==> config.mk <==
export PLATFORM = sky130hd
export DESIGN_NAME = pipe_stage_mem
export DESIGN_NICKNAME = d
export VERILOG_FILES = /design/src/rtl/pipe_stage_mem_pkg.sv /design/src/rtl/pipe_mem_ctrl.sv /design/src/rtl/pipe_stage_mem.sv
export SDC_FILE = /design/constraint.sdc
export NUM_CORES = 1
export LEC_CHECK = 0
export ABC_CLOCK_PERIOD_IN_PS = 3000
export CORE_MARGIN = 5
export CORE_UTILIZATION = 40
export DETAILED_ROUTE_END_ITERATION = 10
export PLACE_DENSITY = 0.82
export SYNTH_ARGS = -nofsm -noshare
export SYNTH_HDL_FRONTEND = slang
export SYNTH_SLANG_ARGS = --single-unit
==> constraint.sdc <==
create_clock -name clock -period 3 [get_ports clock]
set_clock_uncertainty 0.15 [all_clocks]
set_input_delay 0.9 -clock clock [delete_from_list [all_inputs] [get_ports clock]]
set_output_delay 0.9 -clock clock [all_outputs]
set_load 0.02 [all_outputs]
==> src/rtl/pipe_stage_mem_pkg.sv <==
// ---------------------------------------------------------------------------
// pipe_stage_mem_pkg
//   Shared types and constants for the memory pipeline stage.
//   - mem_state_e : bus-access state machine encoding (IDLE / BUSY)
//   - m_reg_t     : EXE/MEM pipeline register contents
//   - w_reg_t     : MEM/WB pipeline register contents
//   - M_BUBBLE / W_BUBBLE : all-zero "no instruction" values
//   - ABORT_DATA  : load data written back for an aborted access
// ---------------------------------------------------------------------------
package pipe_stage_mem_pkg;

  typedef enum logic {
    IDLE = 1'b0,
    BUSY = 1'b1
  } mem_state_e;

  localparam logic [31:0] ABORT_DATA = 32'h0;

  typedef struct packed {
    logic        wreg;
    logic        m2reg;
    logic        wmem;
    logic [31:0] alu;
    logic [31:0] b;
    logic [4:0]  rn;
  } m_reg_t;

  typedef struct packed {
    logic        wreg;
    logic        m2reg;
    logic [31:0] mo;
    logic [31:0] alu;
    logic [4:0]  rn;
  } w_reg_t;

  localparam m_reg_t M_BUBBLE = '0;
  localparam w_reg_t W_BUBBLE = '0;

  // Word accesses only: any memory op whose address is not 4-byte aligned
  // is rejected without touching the bus.
  function automatic logic is_misaligned(input logic mem_op, input logic [31:0] addr);
    return mem_op & (addr[1:0] != 2'b00);
  endfunction

endpackage

==> src/rtl/pipe_mem_ctrl.sv <==
// ---------------------------------------------------------------------------
// pipe_mem_ctrl
//   Bus-access controller for the memory stage: request generation, wait
//   tracking with a timeout counter, pipeline stall and abort reporting.
//
//   state | meaning
//   ------+-----------------------------------------------------------------
//   IDLE  | no access outstanding; a new access may complete with zero wait
//   BUSY  | access issued, waiting for dmem_ready; cnt counts waited cycles
//
//   Ports:
//     clock, resetn   - clock, async active-low reset
//     mem_op_i        - M-stage instruction is a load or store
//     misaligned_i    - M-stage memory op has a non-word-aligned address
//     dmem_ready_i    - memory completes the access this cycle
//     mstall_o        - hold upstream pipeline and the M register
//     dmem_req_o      - bus request
//     mem_err_o       - access aborted this cycle (misaligned or timeout)
// ---------------------------------------------------------------------------
module pipe_mem_ctrl
  import pipe_stage_mem_pkg::*;
#(
  parameter int unsigned TIMEOUT = 16
) (
  input  logic clock,
  input  logic resetn,
  input  logic mem_op_i,
  input  logic misaligned_i,
  input  logic dmem_ready_i,
  output logic mstall_o,
  output logic dmem_req_o,
  output logic mem_err_o
);

  // Last wait cycle before the access is abandoned; the IDLE cycle that
  // issues the request counts as cycle 0, so the abort lands on cycle
  // TIMEOUT-1 of the request (the TIMEOUT-th cycle overall).
  localparam logic [7:0] CNT_LAST = 8'(TIMEOUT - 1);

  mem_state_e state_q, state_d;
  logic [7:0] cnt_q, cnt_d;
  logic       req;

  // The request follows the M register directly, so address, data and
  // write enable cannot change while the stage is stalled.
  assign req        = mem_op_i & ~misaligned_i;
  assign dmem_req_o = req;

  always_ff @(posedge clock or negedge resetn) begin
    if (!resetn) begin
      state_q <= IDLE;
      cnt_q   <= '0;
    end else begin
      state_q <= state_d;
      cnt_q   <= cnt_d;
    end
  end

  always_comb begin
    state_d   = state_q;
    cnt_d     = cnt_q;
    mstall_o  = 1'b0;
    mem_err_o = 1'b0;

    case (state_q)
      IDLE: begin
        if (mem_op_i && misaligned_i) begin
          mem_err_o = 1'b1;
        end else if (req && !dmem_ready_i) begin
          mstall_o = 1'b1;
          state_d  = BUSY;
          cnt_d    = 8'd1;
        end
      end

      BUSY: begin
        // Ready is tested first so a late response on the final wait
        // cycle still completes normally.
        if (dmem_ready_i) begin
          state_d = IDLE;
          cnt_d   = '0;
        end else if (cnt_q < CNT_LAST) begin
          mstall_o = 1'b1;
          cnt_d    = cnt_q + 8'd1;
        end else begin
          mem_err_o = 1'b1;
          state_d   = IDLE;
          cnt_d     = '0;
        end
      end

      default: begin
        state_d = IDLE;
        cnt_d   = '0;
      end
    endcase
  end

endmodule

==> src/rtl/pipe_stage_mem.sv <==
// ---------------------------------------------------------------------------
// pipe_stage_mem
//   Memory pipeline stage: EXE/MEM register, data-memory bus master with a
//   ready handshake, stall/abort control and the MEM/WB register.
//
//   Ports:
//     clock, resetn                 - clock, async active-low reset
//     ewreg, em2reg, ewmem          - EXE control: reg write, load, store
//     ealu, eb, ern                 - EXE result/address, store data, dest
//     mstall                        - freeze PC and IF/ID/EXE this cycle
//     mwreg, mm2reg, malu, mrn      - M-stage values for forwarding
//     dmem_req, dmem_we             - bus request and write enable
//     dmem_addr, dmem_wdata         - bus word address and store data
//     dmem_rdata, dmem_ready        - bus load data and completion
//     wwreg, wm2reg, wmo, walu, wrn - MEM/WB register outputs
//     mem_err                       - one-cycle pulse on an aborted access
// ---------------------------------------------------------------------------
module pipe_stage_mem
  import pipe_stage_mem_pkg::*;
#(
  parameter int unsigned TIMEOUT = 16
) (
  input  logic        clock,
  input  logic        resetn,
  input  logic        ewreg,
  input  logic        em2reg,
  input  logic        ewmem,
  input  logic [31:0] ealu,
  input  logic [31:0] eb,
  input  logic [4:0]  ern,
  output logic        mstall,
  output logic        mwreg,
  output logic        mm2reg,
  output logic [31:0] malu,
  output logic [4:0]  mrn,
  output logic        dmem_req,
  output logic        dmem_we,
  output logic [31:0] dmem_addr,
  output logic [31:0] dmem_wdata,
  input  logic [31:0] dmem_rdata,
  input  logic        dmem_ready,
  output logic        wwreg,
  output logic        wm2reg,
  output logic [31:0] wmo,
  output logic [31:0] walu,
  output logic [4:0]  wrn,
  output logic        mem_err
);

  m_reg_t m_q, m_d;
  w_reg_t w_q, w_d;

  logic mem_op;
  logic misaligned;
  logic load_done;
  logic stall;
  logic req;
  logic err;

  // ---------------- EXE/MEM register ----------------
  assign m_d = {ewreg, em2reg, ewmem, ealu, eb, ern};

  always_ff @(posedge clock or negedge resetn) begin
    if (!resetn) begin
      m_q <= M_BUBBLE;
    end else if (!stall) begin
      m_q <= m_d;
    end
  end

  assign mem_op     = m_q.m2reg | m_q.wmem;
  assign misaligned = is_misaligned(mem_op, m_q.alu);

  // ---------------- bus controller ----------------
  pipe_mem_ctrl #(
    .TIMEOUT (TIMEOUT)
  ) u_ctrl (
    .clock        (clock),
    .resetn       (resetn),
    .mem_op_i     (mem_op),
    .misaligned_i (misaligned),
    .dmem_ready_i (dmem_ready),
    .mstall_o     (stall),
    .dmem_req_o   (req),
    .mem_err_o    (err)
  );

  // Ready only counts while a request is on the bus.
  assign load_done = req & dmem_ready & m_q.m2reg;

  // ---------------- MEM/WB register ----------------
  // A stalled cycle writes a bubble so write-back sees each instruction
  // exactly once; an aborted access keeps its slot but loses its reg write.
  always_comb begin
    w_d = W_BUBBLE;
    if (!stall) begin
      w_d.wreg  = m_q.wreg & ~err;
      w_d.m2reg = m_q.m2reg;
      w_d.mo    = load_done ? dmem_rdata : ABORT_DATA;
      w_d.alu   = m_q.alu;
      w_d.rn    = m_q.rn;
    end
  end

  always_ff @(posedge clock or negedge resetn) begin
    if (!resetn) begin
      w_q <= W_BUBBLE;
    end else begin
      w_q <= w_d;
    end
  end

  // ---------------- outputs ----------------
  assign mstall     = stall;
  assign mem_err    = err;

  assign mwreg      = m_q.wreg;
  assign mm2reg     = m_q.m2reg;
  assign malu       = m_q.alu;
  assign mrn        = m_q.rn;

  assign dmem_req   = req;
  assign dmem_we    = m_q.wmem;
  assign dmem_addr  = m_q.alu;
  assign dmem_wdata = m_q.b;

  assign wwreg      = w_q.wreg;
  assign wm2reg     = w_q.m2reg;
  assign wmo        = w_q.mo;
  assign walu       = w_q.alu;
  assign wrn        = w_q.rn;

endmodule
== After elaboration in Yosys (flattened, before gate mapping) ==
Index checks and enable logic that the tools add are counted.

* Add/subtract/negate cells: 1
* $lt $le $gt $ge: 1
* Equality and inequality tests: 2
* Multiplexer cells: 16
* Bitwise logic cells: 9
* Reductions and logical operators: 5

{| class="wikitable"
|+ Operator list
! operator !! count
|-
| two-way mux 71 bit || 1
|-
| two-way mux 32 bit || 1
|-
| two-way mux 8 bit || 4
|-
| one-hot mux 8 bit (2 select lines) || 1
|-
| adder 8 x 1 -> 8 bit (second input constant) || 1
|-
| less-than comparator 8 x 4 -> 1 bit (second input constant) || 1
|-
| two-way mux 1 bit || 7
|-
| AND 1 bit || 5
|-
| one-hot mux 1 bit (2 select lines) || 2
|-
| inverter 1 bit || 3
|-
| logical AND 1 bit || 2
|-
| != test 2 x 1 -> 1 bit (second input constant) || 1
|-
| != test 2 bit (second input constant) || 1
|-
| AND reduction 2 bit || 1
|-
| nonzero test 2 bit || 1
|-
| zero test 1 bit || 1
|-
| OR 1 bit || 1
|}

* Bits in registers: 152
* Logic and storage cells: 47

== Logic depth before layout (Yosys ltp) ==
Gate-level depths: netlist of run 1.

* Depth after elaboration: 9
* Gate-level depth with buffers: 7
* Depth with buffers taken out: 6

== By module ==
A second synthesis of run 1 with hierarchy kept.

* Cell total of the unflattened synthesis: 375
* Area total of the unflattened synthesis: 5651.7 um2

{| class="wikitable"
|+ By module, submodules not included
! module !! instances !! cells each !! area each (um2) !! sequential area each (um2)
|-
| pipe_stage_mem || 1 || 336 || 5212.5 || 3578.4
|-
| pipe_mem_ctrl || 1 || 39 || 439.2 || 225.2
|}

== Least setup slack after synthesis of run 1 ==
OpenSTA, ideal clock, no wires.

* Kind: input-to-output
* Start point: in dmem_ready
* End point: out mstall
* Data arrival time: 1.728 ns
* Data required time: 1.950 ns
* Slack: 0.222 ns
* Stages: 5
* Buffers on the path: 1
* Cells stage by stage: nand2b_1 > nor3_4 > nor2_2 > clkinv_1 > buf_6

* Longest elaborated chain between the ends: 5
* Elaborated cells on any way between the ends: 6
* Those cells by class: mux: 4; reduce/logical: 2

{| class="wikitable"
|+ RTL lines
! element !! line !! RTL
|-
| start: declaration || pipe_stage_mem.sv:41 || <nowiki>input logic dmem_ready,</nowiki>
|-
| zero test 1 bit || pipe_mem_ctrl.sv:69 || <nowiki>end else if (req && !dmem_ready_i) begin</nowiki>
|-
| logical AND 1 bit || pipe_mem_ctrl.sv:69 ||
|-
| two-way mux 1 bit || pipe_mem_ctrl.sv:69 ||
|-
| two-way mux 1 bit || pipe_mem_ctrl.sv:67 || <nowiki>if (mem_op_i && misaligned_i) begin</nowiki>
|-
| one-hot mux 1 bit (2 select lines) (*) || pipe_mem_ctrl.sv:65 || <nowiki>case (state_q)</nowiki>
|-
| end: declaration || pipe_stage_mem.sv:31 || <nowiki>output logic mstall,</nowiki>
|}

Mark *: on every way between the ends. The rest lies on a longest branch, timed or not.

== Worst setup path after layout of run 1 ==
* Start point: reg u_ctrl.cnt_q[6]
* End point: out mem_err

* Longest elaborated chain between the ends: 4

{| class="wikitable"
|+ RTL lines
! element !! line !! RTL
|-
| start: declaration || pipe_mem_ctrl.sv:41 || <nowiki>logic [7:0] cnt_q, cnt_d;</nowiki>
|-
| start signal: assignment || pipe_mem_ctrl.sv:55 || <nowiki>cnt_q <= cnt_d;</nowiki>
|-
| less-than comparator 8 x 4 -> 1 bit || pipe_mem_ctrl.sv:82 || <nowiki>end else if (cnt_q < CNT_LAST) begin</nowiki>
|-
| two-way mux 1 bit || pipe_mem_ctrl.sv:82 ||
|-
| two-way mux 1 bit || pipe_mem_ctrl.sv:79 || <nowiki>if (dmem_ready_i) begin</nowiki>
|-
| one-hot mux 1 bit (2 select lines) || pipe_mem_ctrl.sv:65 ||
|-
| end: declaration || pipe_stage_mem.sv:47 || <nowiki>output logic mem_err</nowiki>
|}

Every way passes these cells.

==> run_results.csv, run 1 <==
group,metric,value,unit
floorplan,die_x,130,um
detailed_routing,wl_per_cell,18.3,um
sta,grt_setup_unrepaired,"no",
synthesis,yosysTopAreaCellShare,0.661,
sta,slew_violations,0,
grt,grt_max_degree,75,
worst_setup_path,start_kind,"flip-flop",
floorplan,start_util,0.411,
worst_setup_path,required,1.95,ns
clocking,htreeDepth,4,
place,gp_congestion,0.847,
power_and_ir_drop,peakVddDrop,0.000421,V
final_layout,drive_gt1_frac,0.187,
detailed_routing,vias_per_cell,4.63,
grt,antenna_found_initial,0,
synthesis,synth_seq_cells,152,
run_status,status,"finished, final reports clean",
floorplan,placementRows,43,
grt,overflow,0,
synthesis,yosysTopAreaCell,"dfrtp_1",
floorplan,die-area,0.0169,mm2
power_and_ir_drop,power.density,743,mW/mm2
final_layout,nNetsFinal,764,
detailed_routing,drtIter0Drc,192,
floorplan,ios,285,
clocking,path_clk_slew,0.06,ns
synthesis,yosys_warnings,0,
sta,worst_pin_slew,0.872,ns
clocking,cts_root_buf,"clkbuf_16",
synthesis,yosys-top-cells-area,"dfrtp_1, mux2_2, and2_1",
place,dp_cells,816,
worst_setup_path,worstSetupEndpointType,"output pin",
power_and_ir_drop,seqPwrFrac,0.376,
synthesis,avgSynthCellArea,15.0,um2
clocking,cts_sinks,152,
min_path,hp-class,"input port to async pin",
final_layout,final_cells,849,
grt,grt_pass1_vias,4301,
final_layout,diodes,0,
grt,track_usage,0.184,
sta,holdWs,0.284,ns
worst_setup_path,critPathMaxFanout,5,
grt,grt_first_pass_wirelength,23.7,mm
worst_setup_path,arrival,1.85,ns
power_and_ir_drop,p_switching,2020,uW
detailed_routing,num_vias,3927,
power_and_ir_drop,p_int,4840,uW
floorplan,core-area,0.0140,mm2
floorplan,die_h,130,um
synthesis,synth_edf_count,0,
synthesis,yosysSeqAreaShare,0.661,
sta,finalSetupViolCount,0,
synthesis,synthFlopType,"dfrtp_1",
power_and_ir_drop,power.leakage,0.00406,uW
worst_setup_path,worstSetupPathType,"flip-flop to output pin",
synthesis,synth_area,0.00575,mm2
synthesis,synthCells,384,
clocking,cts-buffers-inserted,17,
detailed_routing,first_pass_iters,4,
sta,relSlewSlack,0.419,
synthesis,synth_cell_types,32,
power_and_ir_drop,p_sw_frac,0.294,
clocking,cts_tree,"yes",
synthesis,synth-async-reset-ratio,1.00,
final_layout,final_util,0.660,
power_and_ir_drop,clkPwrFrac,0.314,
run,maxCapViolCount,0,
sta,hold_viol_final,0,
clocking,clk_path_buf_depth,2,
sta,period_needed,2.90,ns
sta,max_freq,345,MHz
detailed_routing,route.detailed.drc,0,
final_layout,syn2layout_area_growth,60.5,%
detailed_routing,drtAntennaViolNets,0,
clocking,hold_buffers,0,
sta,finalCritPeriodShare,0.966,
place,dp_hpwl,11.8,mm
detailed_routing,routed_wl,15.6,mm
final_layout,num-fill-cells,1008,
place,port_buffers,284,
power_and_ir_drop,pwr-share-comb,0.310,
clocking,insertion_delay,0.41,ns
synthesis,synthTopCellsByCount,"dfrtp_1, and2_1, mux2_2, buf_4, mux2_4",
synthesis,syn_nets,492,
power_and_ir_drop,power,6860,uW
synthesis,yosysMostFrequentCell,"dfrtp_1",
## state kept, by name (all words and copies together) (netlist names), 5 cells and up
name,flops
dmem_addr,32
dmem_wdata,32
walu,32
wmo,32
u_ctrl.cnt_q,8
mrn,5
wrn,5
## cell type report
type                            instances  area (um2)  area share
Tap cell                              180         225      0.0244
Sequential cell                       152        3800       0.412
Multi-Input combinational cell        181        1610       0.174
Inverter                                5        18.8     0.00203
Clock buffer                           21         460      0.0499
Timing Repair Buffer                  299        2970       0.322
Clock inverter                         11         146      0.0158
## cell families after synthesis
kind of cell    share of synthesized area
compound gates                     0.0163
mux                                 0.154
flops                               0.661
fa+ha+maj                         0.00217
buf+inv                            0.0635
simple gates                        0.103
## path summary, 6_finish.rpt
| path | cells after the start | from | end | slack, ns |
|---|---|---|---|---|
| max in group asynchronous | 2 | resetn | dmem_addr[6] | 1.73 |
| worst max register to register | 6 | u_ctrl.cnt_q[0] | dmem_addr[31] | 0.47 |
| min in group clock | 1 | u_ctrl.cnt_q[3] | u_ctrl.cnt_q[3] | 0.33 |
| worst max-delay path | 4 | u_ctrl.cnt_q[6] | mem_err | 0.10 |
| worst min register to register | 1 | u_ctrl.cnt_q[3] | u_ctrl.cnt_q[3] | 0.33 |
| worst min-delay path | 1 | resetn | dmem_addr[18] | 0.28 |
## layout by cell type, fill, tap and decap left out, types with 3 or more instances in the layout
cell	synthesis	layout
o21ai_0	4	4
mux2_4	24	24
nand2_1	4	4
clkinv_2	0	3
buf_4	32	14
clkdlybuf4s50_1	0	280
clkbuf_16	0	17
bufinv_16	0	3
inv_1	4	4
mux2_2	46	46
and2_1	72	72
dfrtp_1	152	152
nand3_1	3	3
nor2_1	6	4
## worst max-delay path, stage by stage (launching register included)
cell     delay (ns)
dfrtp_1        0.38
or4_4          0.60
nor2_2         0.15
o32ai_1        0.12
buf_2          0.18
## through the flow
| step | setup TNS [ns] | instance area (um2) | worst slack [ns] |
|---|---|---|---|
| after detailed placement | -6.65 | 8610 | -0.562 |
| after CTS | 0 | 9240 | 0.0244 |
| after global routing | 0 | 9240 | 0.0371 |
| after global placement | -5.24 | 8610 | -0.588 |
| final | 0 | 9240 | 0.103 |
| after floorplan | 0 | 5750 | 0.222 |
## metal layers
layer	global-route usage	vias up	routed length (um)
li1	-	1786	-
met1	0.206	1939	5470
met2	0.323	168	8440
met3	0.0528	34	1210
met4	0.0862	0	433
met5	0	-	0
## repair_timing
action | CTS | global route
buffers inserted | 1 | 0
pin swaps | 2 | 0
endpoints found under the setup margin | 2 | 2
hold endpoints to repair | 0 | 0
gates cloned | 0 | 0
resized for setup | 14 | 2
## power groups by stage
stage                     clock (uW)  combinational [uW]  sequential [uW]
after global placement             0                2100             2590
final                           2150                2130             2580
after global routing            2300                2240             2620
after detailed placement           0                2140             2610
after floorplan                    0                 730             2970
after CTS                       2210                2160             2580
Power figures use the tool's default switching activity.
==> run 2: changes to the inputs <==
CTS_BUF_LIST = sky130_fd_sc_hd__clkbuf_16   (was unset)
==> run 2 against run 1 <==
Against the previous run:
- maximum frequency down 0.37%
- worst hold slack about the same
- flip-flop and latch count unchanged
- power down 0.81%
- setup slack worse by 0.011 ns
- design area down 0.22%
- critical endpoint unchanged
- clock power down 2%
- critical path type unchanged
- first-iteration DRC count down 15%
==> run_results.csv, run 2 (synthesis gave the netlist of run 1 again) <==
group,metric,value,unit
run_status,status,"finished, final reports clean",
power_and_ir_drop,seqPwrFrac,0.379,
detailed_routing,num_vias,3935,
power_and_ir_drop,clkPwrFrac,0.308,
power_and_ir_drop,peakVddDrop,0.000421,V
detailed_routing,first_pass_iters,4,
power_and_ir_drop,power.leakage,0.00406,uW
clocking,path_clk_slew,0.06,ns
clocking,insertion_delay,0.41,ns
floorplan,die-area,0.0169,mm2
worst_setup_path,r2r_cells,6,
clocking,hold_buffers,0,
detailed_routing,drtAntennaViolNets,0,
detailed_routing,drtIter0Drc,164,
worst_setup_path,crit_slowest_cell,"or4_4",
floorplan,ios,285,
clocking,cts_sinks,152,
clocking,cts_tree,"yes",
power_and_ir_drop,p_switching,2020,uW
grt,grt_max_degree,75,
worst_setup_path,crit_cells,4,
power_and_ir_drop,power.density,738,mW/mm2
worst_setup_path,worstSetupEndpointType,"output pin",
floorplan,core-area,0.0140,mm2
sta,period_needed,2.91,ns
worst_setup_path,start_kind,"flip-flop",
clocking,clk_path_buf_depth,2,
final_layout,final_common_cell,"clkdlybuf4s50_1",
floorplan,die_x,130,um
sta,setup_slack,0.0924,ns
grt,antenna_found_initial,0,
detailed_routing,vias_per_cell,4.63,
min_path,hp-class,"input port to async pin",
worst_setup_path,cpLargestDelayFamily,"simple AND/OR/NAND/NOR gates",
final_layout,final_cell_area,0.00922,mm2
sta,grt_setup_unrepaired,"no",
grt,grt_pass1_vias,4307,
final_layout,final_cells,849,
final_layout,diodes,0,
worst_setup_path,worst-path-buf-inv,1,
grt,overflow,0,
place,port_buffers,284,
grt,grt_first_pass_wirelength,23.7,mm
place,dp_cells,816,
worst_setup_path,slowest_delay,0.60,ns
detailed_routing,routed_wl,15.6,mm
clocking,htreeDepth,4,
detailed_routing,route.detailed.drc,0,
grt,track_usage,0.183,
sta,finalSetupViolCount,0,
worst_setup_path,arrival,1.86,ns
place,placed_cell_area,0.00861,mm2
worst_setup_path,critPathMaxFanout,5,
clocking,cts_root_buf,"clkbuf_16",
worst_setup_path,worstSetupPathType,"flip-flop to output pin",
sta,worst_pin_slew,0.873,ns
sta,relSlewSlack,0.418,
worst_setup_path,regToRegSetupSlack,0.48,ns
floorplan,start_util,0.411,
place,gp_congestion,0.847,
final_layout,final_cell_mix,"clkdlybuf4s50_1, dfrtp_1, and2_1",
final_layout,drive_gt1_frac,0.184,
power_and_ir_drop,p_sw_frac,0.297,
sta,finalCritPeriodShare,0.969,
power_and_ir_drop,pwr-share-comb,0.313,
power_and_ir_drop,power,6800,uW
sta,max_freq,344,MHz
run,maxCapViolCount,0,
place,dp_hpwl,11.8,mm
final_layout,nNetsFinal,764,
detailed_routing,wl_per_cell,18.3,um
clocking,cts-buffers-inserted,17,
place,dp_slack,-0.562,ns
power_and_ir_drop,p_int,4780,uW
final_layout,syn2layout_area_growth,60.2,%
sta,hold_viol_final,0,
worst_setup_path,crit_chain,"or4_4, nor2_2, o32ai_1, buf_2",
floorplan,die_h,130,um
floorplan,placementRows,43,
sta,slew_violations,0,
worst_setup_path,required,1.95,ns
-- run 2: cell types whose count changed in the layout (fill, tap and decap cells not counted) --
| cell | previous run | this run |
|---|---|---|
| inv_1 | 4 | 6 |
| clkbuf_8 | 2 | 0 |
| clkinv_1 | 1 | 3 |
| clkbuf_1 | 2 | 0 |
-- run 2: repair_timing --
item                                    4_1_cts  5_1_grt
endpoints found under the setup margin        2        2
buffers inserted                              1        0
pin swaps                                     2        0
gates resized for setup                      14        2
-- run 2: area by class of cell --
class / count / area, um2
clock buffers: 17 / 425
clock inverters: 15 / 161
fillers: 1012 / 4770
inverters: 5 / 18.8
multi-input cells: 181 / 1610
flip-flops and latches: 152 / 3800
well taps: 180 / 225
repair buffers: 299 / 2970
-- run 2: per-layer routing --
| layer | vias to the layer above | track usage | part of all wire |
|---|---|---|---|
| met4 | 0 | 0.0862 | 0.028 |
| met1 | 1940 | 0.206 | 0.35 |
| met2 | 172 | 0.321 | 0.54 |
| li1 | 1787 | - | - |
| met5 | - | 0 | 0 |
| met3 | 36 | 0.0528 | 0.081 |
-- run 2: final timing paths --
kind	start	end
max in group asynchronous	resetn	dmem_addr[6]
setup reg to reg	u_ctrl.cnt_q[0]	dmem_addr[31]
min in group clock	u_ctrl.cnt_q[3]	u_ctrl.cnt_q[3]
hold / removal	resetn	dmem_addr[18]
hold reg to reg	u_ctrl.cnt_q[3]	u_ctrl.cnt_q[3]
setup / recovery	u_ctrl.cnt_q[6]	mem_err
-- run 2: power groups by stage --
stage / sequential, uW / combinational, uW / clock, uW
global placement: 2590 / 2100 / 0
global route: 2620 / 2240 / 2240
detailed placement: 2610 / 2140 / 0
CTS: 2580 / 2160 / 2140
floorplan: 2970 / 730 / 0
finish: 2580 / 2130 / 2100
-- run 2: worst register-to-register path: stages, from the launching register on --
cell	delay, ns
dfrtp_1	0.42
ha_1	0.22
and3_1	0.28
nor3_4	0.08
nor2_4	0.12
buf_4	0.64
mux2_2	0.50
-- run 2: metrics by stage --
stage | utilization | hold slack (ns) | setup TNS, ns
3_3_place_gp | 0.616 | 0.306 | -5.24
3_5_place_dp | 0.616 | 0.315 | -6.65
2_1_floorplan | - | 0.293 | 0
5_1_grt | 0.659 | 0.324 | 0
6_report | 0.659 | 0.284 | 0
4_1_cts | 0.659 | 0.299 | 0
==> RTL change, RTL diff (flow settings as in run 2) <==
Reset style: synchronous (`resetn`), changed in 3 clocked blocks. Comments in the files are not updated.
--- a/src/rtl/pipe_mem_ctrl.sv
+++ b/src/rtl/pipe_mem_ctrl.sv
@@ -46,7 +46,7 @@
   assign req        = mem_op_i & ~misaligned_i;
   assign dmem_req_o = req;
 
-  always_ff @(posedge clock or negedge resetn) begin
+  always_ff @(posedge clock) begin
     if (!resetn) begin
       state_q <= IDLE;
       cnt_q   <= '0;
--- a/src/rtl/pipe_stage_mem.sv
+++ b/src/rtl/pipe_stage_mem.sv
@@ -60,7 +60,7 @@
   // ---------------- EXE/MEM register ----------------
   assign m_d = {ewreg, em2reg, ewmem, ealu, eb, ern};
 
-  always_ff @(posedge clock or negedge resetn) begin
+  always_ff @(posedge clock) begin
     if (!resetn) begin
       m_q <= M_BUBBLE;
     end else if (!stall) begin
@@ -102,7 +102,7 @@
     end
   end
 
-  always_ff @(posedge clock or negedge resetn) begin
+  always_ff @(posedge clock) begin
     if (!resetn) begin
       w_q <= W_BUBBLE;
     end else begin
Formal check against the unedited RTL: differs if resetn is asserted again (counterexample within 4 cycles, from zero or initial values and one cycle with resetn low); with resetn held inactive, the same outputs for 10 cycles.
==> RTL change against run 2 <==
- power is 17% lower
- sequential cell count unchanged
- non-clock buffer count up 10
- setup slack worse by 2.1 ps
- area after synthesis is 2.0% higher
- hold slack better by 23 ps
- clock power is 6% lower
- final area is 0.69% higher
- wire length is 16% higher
- core utilization shrank 1.8 points
- count of clock-buffer cells in the layout stayed put
==> RTL change: results (changes against run 2) <==
metric;value;unit;change
CTS root buffer;clkbuf_16;;
WL met3;1170;µm;-7.4%
post-synthesis async set-or-reset flop share;0;;-1.00
Reg2Reg Launch Point;u_ctrl.cnt_q[7];;
total CTS buffers;17;;unchanged
slew margin rel.;0.377;;-0.0407
worst r2r dst;dmem_wdata[1];;
Distinct cells, synth;43;;+34%
compound-gate portion of the synthesized area;0.172;;+0.156
Crit path max-delay family;buffers and inverters;;
reg2reg setup slack;830;ps;+350 ps
GRT Total Usage;0.204;;+0.0206
first-pass GRT wire length;28200;µm;+19%
VDD IR max;0.349;mV;-17%
HPWL Detailed;13200;µm;+12%
Crit-path slowest cell;dlygate4sd2_1;;
postcts setup bufs;0;;-1
Synth top area share;0.519;;-0.142
Setup WS pre-CTS;-71.2;ps;+491 ps
vias in the first global route;5034;;+17%
RD Place Congestion;0.810;;-4.4%
sequential fraction of the synthesis area;0.519;;-0.142
Avg WL per Cell;17.0;µm;-7.1%
hold wc startpoint;mwreg;;
critical path's largest stage delay;340;ps;-260 ps
Final nets;971;;+27%
hold slack;307;ps;+23.1 ps
Longest Clk Path Bufs;2;;unchanged
largest net degree at the start of global routing;80;;+6.7%
xor-xnor portion of the synthesized cell area;0;;unchanged
layout cells sized above 1;0.0833;;-0.101
# fillers;1156;;+14%
Port Buffers;284;;unchanged
met2 routed WL;9060;µm;+7.1%
Yosys top cell by area;dfxtp_1;;
CP arrival;1860;ps;about the same
P_leak;3.83;nW;-5.7%
DRT Pass-1 Iters;4;;unchanged
WHS Path Cells;2;;
initial antenna violation count;0;;unchanged
max layer used;met4;;
Tightest Hold Check Type;reg2reg;;
run status;finished clean;;
Adder-Cell Fraction of Synth Area;0.00213;;-0.0000417
ANT cells;0;;unchanged
R2R depth;5;;-1
Detailed Route Iter0 Violations;253;;+54%
crit-path max FO;3;;-2
vias post-DR;5196;;+32%
Max H-tree Level;4;;unchanged
CTS clk-pin slew, worst paths;60;ps;about the same
synth cell count leaders;152 x dfxtp_1, 76 x and2_1, 66 x nand2_1;;
post-synthesis mux area share;0.00171;;-0.153
Synth Net Count;716;;+46%
M1 WL;7370;µm;+37%
synthesis warning total;0;;unchanged
Clock Latency Late Sink;420;ps;
final core utilization;0.641;;-0.0179
synth top area cells;dfxtp_1 52%, and2_1 8.1%, a22o_1 6.0%;;
Hold EP;wwreg;;
[RTL change: cell count changes in the layout (fill, tap and decap cells not counted), sizes merged, moves of 39 or more]
cell	run 2	this run
nand2	4	66
a22o	1	40
mux2	70	0
dfxtp	0	152
inv	7	55
dfrtp	152	0
[RTL change: per-layer routing]
layer | global-route usage | up-vias
met3 | 0.0524 | 29
met2 | 0.354 | 209
met5 | 0 | -
li1 | - | 2552
met4 | 0.0797 | 0
met1 | 0.240 | 2406
[RTL change: cell type report]
class | count | area (µm²) | area share
Clock buffer | 17 | 425 | 0.0458
Clock inverter | 15 | 118 | 0.0127
Inverter | 49 | 184 | 0.0198
Timing Repair Buffer | 309 | 3050 | 0.328
Multi-Input combinational cell | 334 | 2230 | 0.241
Sequential cell | 152 | 3040 | 0.328
Tap cell | 184 | 230 | 0.0248
[RTL change: worst max-delay path by stage]
stage	from	endpoint	slack [ps]	cells after the start
2_1_floorplan	dmem_ready	mstall	90	4
3_3_place_gp	dmem_ready	mem_err	-90	4
3_5_place_dp	dmem_ready	mem_err	-70	4
4_1_cts	dmem_addr[0]	dmem_req	10	4
5_1_grt	u_ctrl.cnt_q[0]	mem_err	2	5
6_report	u_ctrl.cnt_q[4]	mem_err	90	5
[RTL change: worst min-delay path, delay by kind of cell, from the launching register on]
family | cells | cell delay, ps
DFF | 1 | 330
buffers and inverters | 1 | 50
and+or+nand+nor | 1 | 40
[RTL change: cell families (layout without fill, tap and decap cells)]
logic type,count (synthesis),count (layout)
AOI/OAI and AO/OA,116,116
adders and majority gates,1,1
buffers and inverters,122,390
DFF,152,152
muxes,1,1
and+or+nand+nor,216,216
[RTL change: repair_timing]
item	4_1_cts	5_1_grt
endpoints found under the setup margin	2	2
gates resized for setup	5	2
hold buffers	0	0
pin swaps	0	1
[RTL change: stage by stage]
stage | cells | area, µm²
after CTS | 1060 | 9270
after global placement | 1028 | 8740
final | 1060 | 9280
after detailed placement | 1028 | 8740
after global routing | 1060 | 9280
after floorplan | 608 | 5870
[RTL change: where the power goes]
part,switching [mW],internal [mW],total (mW)
sequential,0.111,2.20,2.31
clock,0.897,1.08,1.97
combinational,0.665,0.687,1.35
